**src/rtl/switch_event_servicer_if.sv**
```systemverilog
// switch_event_servicer_if: Avalon-MM link to the 8-bit switch PIO plus its irq line
interface switch_event_servicer_if;
    logic [1:0]  avm_address;
    logic        avm_chipselect;
    logic        avm_write_n;
    logic [31:0] avm_writedata;
    logic [31:0] avm_readdata;
    logic        irq;
    modport master (
        output avm_address, avm_chipselect, avm_write_n, avm_writedata,
        input  avm_readdata, irq
    );
    modport slave (
        input  avm_address, avm_chipselect, avm_write_n, avm_writedata,
        output avm_readdata, irq
    );
endinterface

```
**src/rtl/switch_event_servicer.sv**
```systemverilog
// switch_event_servicer: services switch PIO irqs and queues timestamped events in a FWFT FIFO
module switch_event_servicer #(
    parameter int         DEPTH     = 8,
    parameter int         TS_W      = 16,
    parameter logic [7:0] MASK_INIT = 8'hFF
) (
    input  logic                   clk,
    input  logic                   reset,
    switch_event_servicer_if.master bus,
    input  logic                   cfg_mask_valid,
    input  logic [7:0]             cfg_mask,
    output logic                   ev_valid,
    input  logic                   ev_ready,
    output logic [TS_W+15:0]       ev_data,
    output logic [15:0]            drop_count,
    output logic                   busy
);
    localparam int AW = $clog2(DEPTH);
    typedef enum logic [2:0] {INIT, IDLE, RD_CAP, CAP_WAIT, CLR, RD_DAT, DAT_WAIT, PUSH} state_t;
    state_t          r_state, w_next;
    logic [TS_W-1:0] r_ts, r_ts_irq;
    logic [7:0]      r_cap, r_sw, r_mask;
    logic            r_pend;
    logic [AW:0]     r_wr, r_rd;
    logic [TS_W+15:0] r_mem [DEPTH];
    logic [15:0]     r_drop;
    logic [1:0]      r_addr;
    logic            r_cs, r_wn, r_busy;
    logic [31:0]     r_wd;
    logic            w_full, w_pop, w_push, w_drop, w_take;
    logic [23:0]     w_unused_rd;
    always_comb begin
        w_next = r_state;
        case (r_state)
            INIT:     w_next = r_wn ? INIT : IDLE;
            IDLE:     w_next = r_pend ? INIT : bus.irq ? RD_CAP : IDLE;
            RD_CAP:   w_next = CAP_WAIT;
            CAP_WAIT: w_next = (bus.avm_readdata[7:0] == 8'd0) ? IDLE : CLR;
            CLR:      w_next = RD_DAT;
            RD_DAT:   w_next = DAT_WAIT;
            DAT_WAIT: w_next = PUSH;
            default:  w_next = IDLE;
        endcase
    end
    assign ev_valid = r_wr != r_rd;
    assign w_full   = (r_wr[AW] != r_rd[AW]) && (r_wr[AW-1:0] == r_rd[AW-1:0]);
    assign w_pop    = ev_valid && ev_ready;
    assign w_push   = r_state == PUSH;
    assign w_drop   = w_push && w_full && !w_pop;
    assign w_take   = (r_state == IDLE) && r_pend;
    // Bus outputs are registered from the next state so they line up with the state they belong to.
    always_ff @(posedge clk) begin
        if (reset) begin
            r_state <= INIT;
            r_ts    <= '0;
            r_pend  <= 1'b0;
            r_mask  <= MASK_INIT;
            r_wr    <= '0;
            r_rd    <= '0;
            r_drop  <= '0;
            r_addr  <= 2'd0;
            r_cs    <= 1'b0;
            r_wn    <= 1'b1;
            r_wd    <= '0;
            r_busy  <= 1'b1;
        end else begin
            r_state <= w_next;
            r_ts    <= r_ts + TS_W'(1);
            r_pend  <= cfg_mask_valid || (r_pend && !w_take);
            if (cfg_mask_valid) r_mask <= cfg_mask;
            if (r_state == IDLE) r_ts_irq <= r_ts;
            if (r_state == CAP_WAIT) r_cap <= bus.avm_readdata[7:0];
            if (r_state == DAT_WAIT) r_sw <= bus.avm_readdata[7:0];
            if (w_push && !w_drop) r_wr <= r_wr + (AW+1)'(1);
            if (w_pop) r_rd <= r_rd + (AW+1)'(1);
            if (w_drop && r_drop != 16'hFFFF) r_drop <= r_drop + 16'd1;
            r_cs   <= w_next != IDLE;
            r_busy <= w_next != IDLE;
            r_wn   <= !(w_next == INIT || w_next == CLR);
            r_addr <= (w_next == INIT) ? 2'd2 : (w_next == RD_CAP || w_next == CAP_WAIT || w_next == CLR) ? 2'd3 : 2'd0;
            r_wd   <= (w_next == INIT) ? {24'd0, r_mask} : 32'd0;
        end
    end
    always_ff @(posedge clk) begin
        if (!reset && w_push && !w_drop) r_mem[r_wr[AW-1:0]] <= {r_ts_irq, r_cap, r_sw};
    end
    assign ev_data            = r_mem[r_rd[AW-1:0]];
    assign drop_count         = r_drop;
    assign busy               = r_busy;
    assign bus.avm_address    = r_addr;
    assign bus.avm_chipselect = r_cs;
    assign bus.avm_write_n    = r_wn;
    assign bus.avm_writedata  = r_wd;
    assign w_unused_rd        = bus.avm_readdata[31:8];
endmodule

```
**src/flat_wrapper.sv**
```systemverilog
// flat-port wrapper written by rule: the top's interface ports become plain ports
module switch_event_servicer_flat 
#(
    parameter int         DEPTH     = 8,
    parameter int         TS_W      = 16,
    parameter logic [7:0] MASK_INIT = 8'hFF
)
  (clk, reset, cfg_mask_valid, cfg_mask, ev_valid, ev_ready, ev_data, drop_count, busy, bus_avm_address, bus_avm_chipselect, bus_avm_write_n, bus_avm_writedata, bus_avm_readdata, bus_irq);
  switch_event_servicer_if bus_i ();
  input  logic clk;
  input  logic reset;
  input  logic cfg_mask_valid;
  input  logic [7:0] cfg_mask;
  output logic ev_valid;
  input  logic ev_ready;
  output logic [TS_W+15:0] ev_data;
  output logic [15:0] drop_count;
  output logic busy;
  output wire logic [$bits(bus_i.avm_address)-1:0] bus_avm_address;
  output wire logic [$bits(bus_i.avm_chipselect)-1:0] bus_avm_chipselect;
  output wire logic [$bits(bus_i.avm_write_n)-1:0] bus_avm_write_n;
  output wire logic [$bits(bus_i.avm_writedata)-1:0] bus_avm_writedata;
  input wire logic [$bits(bus_i.avm_readdata)-1:0] bus_avm_readdata;
  input wire logic [$bits(bus_i.irq)-1:0] bus_irq;
  assign bus_avm_address = bus_i.avm_address;
  assign bus_avm_chipselect = bus_i.avm_chipselect;
  assign bus_avm_write_n = bus_i.avm_write_n;
  assign bus_avm_writedata = bus_i.avm_writedata;
  assign bus_i.avm_readdata = bus_avm_readdata;
  assign bus_i.irq = bus_irq;
  switch_event_servicer #(.DEPTH(DEPTH), .TS_W(TS_W), .MASK_INIT(MASK_INIT)) u_core (.clk(clk), .reset(reset), .bus(bus_i), .cfg_mask_valid(cfg_mask_valid), .cfg_mask(cfg_mask), .ev_valid(ev_valid), .ev_ready(ev_ready), .ev_data(ev_data), .drop_count(drop_count), .busy(busy));
endmodule
```
**config.mk**
```make
export PLATFORM = sky130hd
export DESIGN_NAME = switch_event_servicer_flat
export DESIGN_NICKNAME = d
export VERILOG_FILES = /design/src/rtl/switch_event_servicer_if.sv /design/src/rtl/switch_event_servicer.sv /design/src/flat_wrapper.sv
export SDC_FILE = /design/constraint.sdc
export NUM_CORES = 1
export LEC_CHECK = 0
export BUFFER_PORTS_ARGS = -buffer_cell sky130_fd_sc_hd__buf_4
export CAP_MARGIN = 10
export CELL_PAD_IN_SITES_DETAIL_PLACEMENT = 0
export CELL_PAD_IN_SITES_GLOBAL_PLACEMENT = 1
export CORE_MARGIN = 8
export CORE_UTILIZATION = 50
export DETAILED_ROUTE_END_ITERATION = 10
export HOLD_SLACK_MARGIN = 0.05
export PLACE_DENSITY = 0.83
export SLEW_MARGIN = 40
export SYNTH_ARGS = -nofsm -noshare
export SYNTH_HDL_FRONTEND = slang
export SYNTH_SLANG_ARGS = --single-unit
```
**constraint.sdc**
```tcl
create_clock -name clk -period 4.8 [get_ports clk]
set_input_delay 0.24 -clock clk [delete_from_list [all_inputs] [get_ports clk]]
set_output_delay 0.24 -clock clk [all_outputs]
set_load 0.005 [all_outputs]
```
* Yosys cells after proc, flatten, opt, wreduce, memory -nomap -nowiden
Memories as Yosys holds them, arrays and structs flattened. A register that Yosys moved wholly into a read port is not among the register bits. Index checks and enable logic that the tools add are counted.
Word-level totals: flip-flop bits (word level) 121, memories 1, bits in writable memories 256, memory bits (read-only) 0, input bits 45, latch bits 0
Memory list:
- u_core.r_mem | words 8, width 32, rd ports 1, clocked after memory_dff 1, wr ports 1, RTL line switch_event_servicer.sv:25 | logic [TS_W+15:0] r_mem [DEPTH];
Operators by class: div/mod/pow operators 0, $add $sub $neg 4, reductions and logical operators 27, bitwise logic cells 2, shifts and indexed selects 0, equality and inequality tests 15, mux-type cells 11, magnitude comparators 0, $mul 0
Operators by type and width (number):
- adder 16 x 1 -> 16 bit (second input constant) | 2
- one-hot mux 3 bit (7 select lines) | 1
- != test 16 bit (second input constant) | 1
- equality test 3 bit (second input constant) | 5
- equality test 3 x 2 -> 1 bit (second input constant) | 4
- two-way mux 3 bit | 4
- logical AND 1 bit | 10
- adder 4 x 1 -> 4 bit (second input constant) | 2
- logical NOT 8 bit | 1
- logical NOT 3 bit | 2
- two-way mux 2 bit | 3
- AND reduction 2 bit | 3
- logical NOT 1 bit | 5
- logical OR 1 bit | 4
- != test 4 bit | 1
- OR reduction 2 bit | 2
- equality test 3 x 1 -> 1 bit (second input constant) | 1
- equality test 3 bit | 1
- two-way mux 1 bit | 3
- != test 3 x 1 -> 1 bit (second input constant) | 1
- NOT 1 bit | 2
- != test 1 bit | 1

* Logic depth before layout (Yosys ltp)
Gate-level depths: netlist of run 1.
depth after elaboration 8, mapped depth 7, mapped depth without buffers 6

* Least setup slack after synthesis of run 1
Ideal clock, no wire load.
path type register -> register, from reg u_core.r_wr[0], to mem u_core.r_mem[4][0] (netlist name) (enable), library setup time 0.461 ns, arrival 3.480 ns, cell stages (with the launch flop) 7, path buffers 1, setup slack 0.859 ns, period minus slack after synthesis 3.941 ns, required time 4.339 ns, path through dfxtp_1 buf_6 xor2_2 nor3_4 a21oi_1 nand2_1 nor3_1
On the way: word-level cells in the longest chain between the ends 8, elaborated cells on any way between the ends 11
RTL lines:
- start, declared | RTL line switch_event_servicer.sv:24 | logic [AW:0] r_wr, r_rd;
- start signal, assigned | RTL line switch_event_servicer.sv:74 | if (w_push && !w_drop) r_wr <= r_wr + (AW+1)'(1);
- != test 4 bit or equality test 3 bit (tied branches) | RTL line switch_event_servicer.sv:45, switch_event_servicer.sv:46
- logical AND 1 bit, on equally long branches | RTL line switch_event_servicer.sv:47, switch_event_servicer.sv:46
- logical NOT 1 bit or logical AND 1 bit (tied branches) | RTL line switch_event_servicer.sv:49 | assign w_drop = w_push && w_full && !w_pop;
- logical AND 1 bit | RTL line switch_event_servicer.sv:49
- logical NOT 1 bit | RTL line switch_event_servicer.sv:85 | if (!reset && w_push && !w_drop) r_mem[r_wr[AW-1:0]] <= {r_ts_irq, r_cap, r_sw};
- logical AND 1 bit | RTL line switch_event_servicer.sv:85
- two-way mux 1 bit | RTL line switch_event_servicer.sv:85
- two-way mux 1 bit (implied by the code) | RTL line switch_event_servicer.sv:85
- end, declared | RTL line switch_event_servicer.sv:25
Several ways; a longest one is shown, not always the timed one.

* Worst setup path after layout of run 1
from reg u_core.r_wr[0], to mem u_core.r_mem[2][24] (netlist name) (enable)
Same word-level chain as after synthesis.

==> results of run 1 <==
-- cell families (layout without fill, tap and decap cells) --
group	after synthesis	count (layout)
AO/OA/AOI/OAI	62	62
other	1	24
buffers and inverters	62	190
adder cells (fa/ha/maj)	4	4
AND/OR/NAND/NOR	161	161
XOR/XNOR	21	21
multiplexers	99	99
flip-flops	356	356
-- power by group --
part	total (W)	switching, W	internal [W]
Clock	0.00299	0.00115	0.00185
Sequential	0.00342	0.0000435	0.00337
Combinational	0.000165	0.0000814	0.0000838
Total	0.00657	0.00127	0.00530
-- area by class of cell --
type                    count  area (um^2)  area share
flip-flops and latches    356        10000       0.617
well taps                 341          427      0.0263
multi-input cells         371         3500       0.216
repair buffers            117          960      0.0592
inverters                   5         18.8     0.00116
clock buffers              47         1020      0.0631
clock inverters            21          277      0.0170
-- cell usage in the layout (no fill, tap or decap), types with 4 or more instances in the layout --
master	Yosys	routed
sky130_fd_sc_hd__edfxtp_1	288	288
sky130_fd_sc_hd__buf_4	24	96
sky130_fd_sc_hd__dfxtp_1	68	66
sky130_fd_sc_hd__mux4_2	64	64
sky130_fd_sc_hd__clkbuf_16	0	37
sky130_fd_sc_hd__mux2_2	33	33
sky130_fd_sc_hd__nor2_1	35	29
sky130_fd_sc_hd__nand2_1	25	25
sky130_fd_sc_hd__conb_1	1	24
sky130_fd_sc_hd__a21oi_1	23	23
sky130_fd_sc_hd__nand3_1	18	18
sky130_fd_sc_hd__dlygate4sd3_1	0	18
sky130_fd_sc_hd__o21ai_0	14	14
sky130_fd_sc_hd__nor2b_1	13	13
sky130_fd_sc_hd__xor2_1	11	11
sky130_fd_sc_hd__and2_1	11	11
sky130_fd_sc_hd__xnor2_1	8	8
sky130_fd_sc_hd__nor3_1	11	8
sky130_fd_sc_hd__a211o_1	8	8
sky130_fd_sc_hd__o31ai_1	8	8
sky130_fd_sc_hd__or4_1	8	8
sky130_fd_sc_hd__or3_1	7	7
sky130_fd_sc_hd__nor2_4	0	6
sky130_fd_sc_hd__clkbuf_8	0	6
sky130_fd_sc_hd__bufinv_16	0	6
sky130_fd_sc_hd__clkinv_1	0	6
sky130_fd_sc_hd__inv_1	5	5
sky130_fd_sc_hd__nor4_1	5	5
sky130_fd_sc_hd__nand4_1	5	5
sky130_fd_sc_hd__and4_1	5	5
sky130_fd_sc_hd__nand2b_1	4	4
sky130_fd_sc_hd__ha_1	4	4
sky130_fd_sc_hd__clkbuf_1	20	4
sky130_fd_sc_hd__clkinv_2	0	4
-- per-stage QoR --
| stage | utilization | hold slack, ns | cells | area (um^2) | setup slack, ns |
|---|---|---|---|---|---|
| 3_5_place_dp | 0.545 | 0.433 | 1170 | 14700 | 1.73 |
| 6_report | 0.602 | 0.194 | 1258 | 16200 | 1.73 |
| 5_1_grt | 0.602 | 0.207 | 1258 | 16200 | 1.47 |
| 3_3_place_gp | 0.545 | 0.425 | 1170 | 14700 | 1.72 |
| 2_1_floorplan | - | 0.339 | 789 | 13800 | 0.859 |
| 4_1_cts | 0.600 | 0.181 | 1256 | 16200 | 1.59 |
-- worst max-delay path: stages, from the launching register on --
cell,delay (ns)
sky130_fd_sc_hd__dfxtp_1,0.56
sky130_fd_sc_hd__xor2_2,0.27
sky130_fd_sc_hd__nor3_4,0.10
sky130_fd_sc_hd__a21oi_1,0.40
sky130_fd_sc_hd__nand2_1,0.35
sky130_fd_sc_hd__nor2_4,0.70
sky130_fd_sc_hd__buf_4,0.38
-- path summary, 6_finish.rpt --
check,cells past startpoint,slack [ns],start,end
hold / removal,4,0.19,bus_irq,u_core.r_state[0]$_SDFF_PP0_
hold reg to reg,1,0.45,u_core.r_mask[3]$_SDFFE_PP1P_,u_core.bus.avm_writedata[3]$_SDFF_PP0_
setup / recovery,6,1.73,u_core.r_wr[0]$_SDFFE_PP0P_,u_core.r_mem[2][24]$_DFFE_PP_
setup reg to reg,6,1.73,u_core.r_wr[0]$_SDFFE_PP0P_,u_core.r_mem[2][24]$_DFFE_PP_
-- registers in the layout, indices dropped and copies added (netlist names), 8 cells and up, named ones only --
signal                    count
u_core.bus.avm_writedata      8
u_core.drop_count            16
u_core.r_cap                  8
u_core.r_mask                 8
u_core.r_mem                256
u_core.r_sw                   8
u_core.r_ts                  16
u_core.r_ts_irq              16
-- routing by layer --
layer | vias to the layer above | track usage | wire (um)
met5 | - | 0 | 0
li1 | 3223 | - | -
met2 | 193 | 0.264 | 13100
met1 | 3549 | 0.202 | 11100
met3 | 29 | 0.0347 | 1390
met4 | 0 | 0.0371 | 381
-- repair_timing --
item	in CTS	in global routing
hold buffers	18	0
endpoints found under the hold margin	27	0
buffers inserted	0	0
==> out/results.tsv, run 1 <==
metric	value	unit
count of different cell masters after synthesis	51	
proportion of synthesized chip area in sequential cells	0.730	
Final Hold Fails	0	
setup violators final	0	
GP Congestion	0.752	
highest clock frequency the design can meet	325	MHz
status	finished, final reports clean	
Diodes inserted	0	
# clock sinks	356	
routed vias	6994	
number of I/O pins	131	
half-perimeter wire length after placement	14.7	mm
number of synthesis warnings	0	
maximum number of pins on one net before global-route repair	65	
number of enable flip-flop cells after synthesis	288	
Port Buffers	82	
type of destination of the critical path	register	
average via count per standard cell	5.56	
top cells by count, synth	288 x sky130_fd_sc_hd__edfxtp_1, 68 x sky130_fd_sc_hd__dfxtp_1, 64 x sky130_fd_sc_hd__mux4_2	
Worst-Margin Slew	0.791	ns
floorplan die area	0.0330	mm^2
global-route wire length before repair	40.5	mm
remaining max-slew budget at the tightest pin	0.471	
proportion of layout cells with a drive suffix above 1	0.301	
dominant cell by count in the synthesized netlist	sky130_fd_sc_hd__edfxtp_1	
clock slew seen by the registers of the worst setup and hold paths	0.06	ns
top fanout value on the critical path	21	
Synth Area in Simple Gates	0.0636	
grt ovf	0	
vias in the first global route	7222	
chip height	182	um
synthesis-stage register bit count	356	
cell types occupying the most area after synthesis	sky130_fd_sc_hd__edfxtp_1 63%, sky130_fd_sc_hd__mux4_2 11%, sky130_fd_sc_hd__dfxtp_1 9.9%	
Total Negative Setup Slacks	0	ns
area of the core	0.0270	mm^2
x dimension of the die	182	um
starting density of the core	0.509	
library cell with the largest summed area after synthesis	sky130_fd_sc_hd__edfxtp_1	
average routed wire per standard cell	20.6	um
flip-flop cell with the highest count after synthesis	sky130_fd_sc_hd__edfxtp_1	
CTS H-Tree Depth	2	
mean post-synth cell area	17.9	um^2
CTS tree	yes	
# resized after CTS	0	
number of fill cells	1922	
DR pass1 iterations	5	
Tot GR Track Use	0.156	
share of the synthesized area in the top cell type	0.631	
parity-gate share of the synthesized area counting xor and xnor cells	0.0145	
RSZ-0062 raised after global routing	false	
number of slew-limit violations in the final report	0	
post-synthesis async set-or-reset flop share	0	
Power Density	405	mW/mm^2
synthesized cell area	0.0137	mm^2
mux contribution to synthesized area	0.134	
IR drop worst, VDD	0.253	mV
post-synthesis compound-gate area fraction	0.0287	
arrival time of the worst setup path	3.27	ns
synthesis-to-layout area growth	18.4	%
final critical-path share of the clock period	0.640	
worst-case clock skew	0.0170	ns
path type of the worst setup path	register to register	
clock network latency to the later pin of the worst-skew pair	0.52	ns
Final min period	3.07	ns
class of the worst hold path	input pin to register	
main combinational cell family by area after synthesis	multiplexers	
cell leakage power	5.39	nW
post-synthesis adder-cell area fraction	0.00365	
number of nets still failing antenna checks after routing	0	
routed wire length	25.9	mm
maximum clock path buffer count	3	
post-layout power	0.00657	W
CP Launch Type	register	
Post-Synthesis Cells	766	
clock tree root driver cell	sky130_fd_sc_hd__clkbuf_16	
final layout net count	937	
count of max-cap constraint violations	0	
DRT iter0 DRCs	451	
required time of the critical path	5.00	ns
number of antenna violations at the first check in global routing	0	
std cell rows	60	
total CTS buffers	37	
residual DRC count	0	
Note: power is estimated with default switching activity, not from simulation.
==> run 2: changes to the inputs <==
clock period = 2.87 ns   (was 4.8 ns; I/O delays follow)
==> out/results.tsv, run 2 (synthesis results as in run 1) <==
metric	value	unit
IR drop worst, VDD	0.403	mV
worst-case clock skew	0.0107	ns
maximum number of pins on one net before global-route repair	65	
Diodes inserted	0	
CP Launch Type	register	
highest clock frequency the design can meet	388	MHz
vias in the first global route	7357	
required time of the critical path	2.73	ns
total area of multi-input combinational cells	0.00351	mm^2
standard cell area after detailed placement	0.0149	mm^2
setup violators final	0	
top fanout value on the critical path	30	
routed wire length	25.9	mm
net switching power figure	0.00208	W
number of antenna violations at the first check in global routing	0	
post-layout power	0.0105	W
sum of buffers and inverters on the critical path	2	
DR pass1 iterations	5	
total CTS buffers	36	
x dimension of the die	182	um
maximum clock path buffer count	3	
count of max-cap constraint violations	0	
number of nets still failing antenna checks after routing	0	
Seq pwr share	0.543	
class of the worst hold path	input pin to register	
CTS H-Tree Depth	2	
Port Buffers	82	
cell depth of the worst min-delay path	4	
peak per-stage delay on the critical path	0.60	ns
most frequent standard cell in the layout excluding fill and tap cells	sky130_fd_sc_hd__edfxtp_1	
starting density of the core	0.509	
GP Congestion	0.781	
DRT iter0 DRCs	547	
residual DRC count	0	
cell leakage power	5.34	nW
Power Density	645	mW/mm^2
flip-flop count of the largest register after layout	256	
RSZ-0062 raised after global routing	false	
Crit path depth	4	
chip height	182	um
Slowest-stage cell, CP	sky130_fd_sc_hd__dfxtp_4	
status	finished, final reports clean	
arrival time of the worst setup path	2.44	ns
internal power consumption	0.00843	W
# clock sinks	356	
final layout net count	949	
remaining max-slew budget at the tightest pin	0.611	
startpoint of the tightest hold check path	bus_irq	
delay-heaviest family, CP	multiplexers	
Final min period	2.58	ns
clock network latency to the later pin of the worst-skew pair	0.51	ns
number of I/O pins	131	
FF-to-FF path depth	6	
Worst-Margin Slew	0.584	ns
FF/Latch Area	0.0100	mm^2
total non-filler cell area in the finished layout	0.0163	mm^2
proportion of layout cells with a drive suffix above 1	0.292	
Switching Fraction	0.197	
Final Hold Fails	0	
average via count per standard cell	5.57	
floorplan die area	0.0330	mm^2
Tot GR Track Use	0.155	
number of fill cells	1914	
grt ovf	0	
clock slew seen by the registers of the worst setup and hold paths	0.06	ns
std cell rows	60	
number of slew-limit violations in the final report	0	
average routed wire per standard cell	20.4	um
routed vias	7055	
share of the core filled with cells in the final layout	0.604	
final critical-path share of the clock period	0.899	
type of destination of the critical path	output port	
# resized after CTS	0	
half-perimeter wire length after placement	14.4	mm
CTS tree	yes	
total instance count after detailed placement	1176	
reg2reg start	u_core.r_rd[2]$_SDFFE_PP0P_	
path type of the worst setup path	register to output port	
fraction of power consumed by combinational cells	0.028	
non-filler cells in the finished layout	1267	
fraction of power consumed by the clock network	0.428	
cell-by-cell listing of the critical path	buf_12 -> mux4_2 -> mux2_2 -> buf_4	
area of the core	0.0270	mm^2
top library cells by usage in the layout, fill and taps aside	288 x sky130_fd_sc_hd__edfxtp_1, 92 x sky130_fd_sc_hd__buf_4, 66 x sky130_fd_sc_hd__dfxtp_1	
clock tree root driver cell	sky130_fd_sc_hd__clkbuf_16	
synthesis-to-layout area growth	18.8	%
global-route wire length before repair	40.4	mm
[run 2: cell types whose count changed in the layout (fill, tap and decap cells not counted)]
cell,previous run,this run
sky130_fd_sc_hd__buf_12,1,11
sky130_fd_sc_hd__buf_16,1,0
sky130_fd_sc_hd__buf_4,96,92
sky130_fd_sc_hd__buf_6,1,0
sky130_fd_sc_hd__bufinv_16,6,2
sky130_fd_sc_hd__clkbuf_1,4,10
sky130_fd_sc_hd__clkbuf_8,6,3
sky130_fd_sc_hd__clkinv_2,4,2
sky130_fd_sc_hd__clkinv_4,0,1
sky130_fd_sc_hd__clkinvlp_2,0,1
sky130_fd_sc_hd__dlygate4sd3_1,18,27
sky130_fd_sc_hd__inv_6,3,0
sky130_fd_sc_hd__nor3_2,3,2
sky130_fd_sc_hd__nor3_4,2,3
[run 2: layer usage]
layer / up-vias / wire length [um] / GRT usage
met5: - / 0 / 0
met4: 0 / 518 / 0.0456
met3: 40 / 1390 / 0.0337
met2: 179 / 13200 / 0.270
met1: 3596 / 10800 / 0.193
li1: 3240 / - / -
[run 2: area by class of cell]
type | count | area share
Sequential cell | 356 | 0.615
Multi-Input combinational cell | 371 | 0.216
Timing Repair Buffer | 130 | 0.0725
Clock buffer | 50 | 0.0617
Tap cell | 341 | 0.0262
Clock inverter | 14 | 0.00822
Inverter | 5 | 0.00115
[run 2: path summary, 6_finish.rpt]
path / endpoint / slack [ns]
max: ev_data[16] / 0.29
min: u_core.r_state[0]$_SDFF_PP0_ / 0.1
min reg2reg: u_core.bus.avm_writedata[6]$_SDFF_PP0_ / 0.45
max reg2reg: u_core.r_mem[0][21]$_DFFE_PP_ / 0.46
[run 2: tightest hold or removal path, delay by kind of cell]
| family | cells | cell delay (ns) |
|---|---|---|
| simple gates | 1 | 0.04 |
| buf+inv | 1 | 0.09 |
| compound gates | 2 | 0.28 |
[run 2: power groups by stage]
stage               Sequential, W  Clock (W)  Combinational [W]
floorplan                 0.00580          0           0.000158
global placement          0.00581          0           0.000269
detailed placement        0.00582          0           0.000272
CTS                       0.00571    0.00459           0.000305
global route              0.00572    0.00479           0.000333
finish                    0.00571    0.00450           0.000299
[run 2: per-stage QoR]
| stage | setup WS [ns] | hold WS (ns) | TNS [ns] |
|---|---|---|---|
| finish | 0.290 | 0.0962 | 0 |
| global route | 0.171 | 0.161 | 0 |
| CTS | 0.235 | 0.0821 | 0 |
| detailed placement | 0.486 | 0.354 | 0 |
| global placement | 0.483 | 0.349 | 0 |
| floorplan | -0.225 | 0.242 | -48.62 |
[run 2: what timing repair did]
action                    4_1_cts  5_1_grt
hold endpoints to repair       34        0
hold buffers                   27        0
buffers inserted                0        0
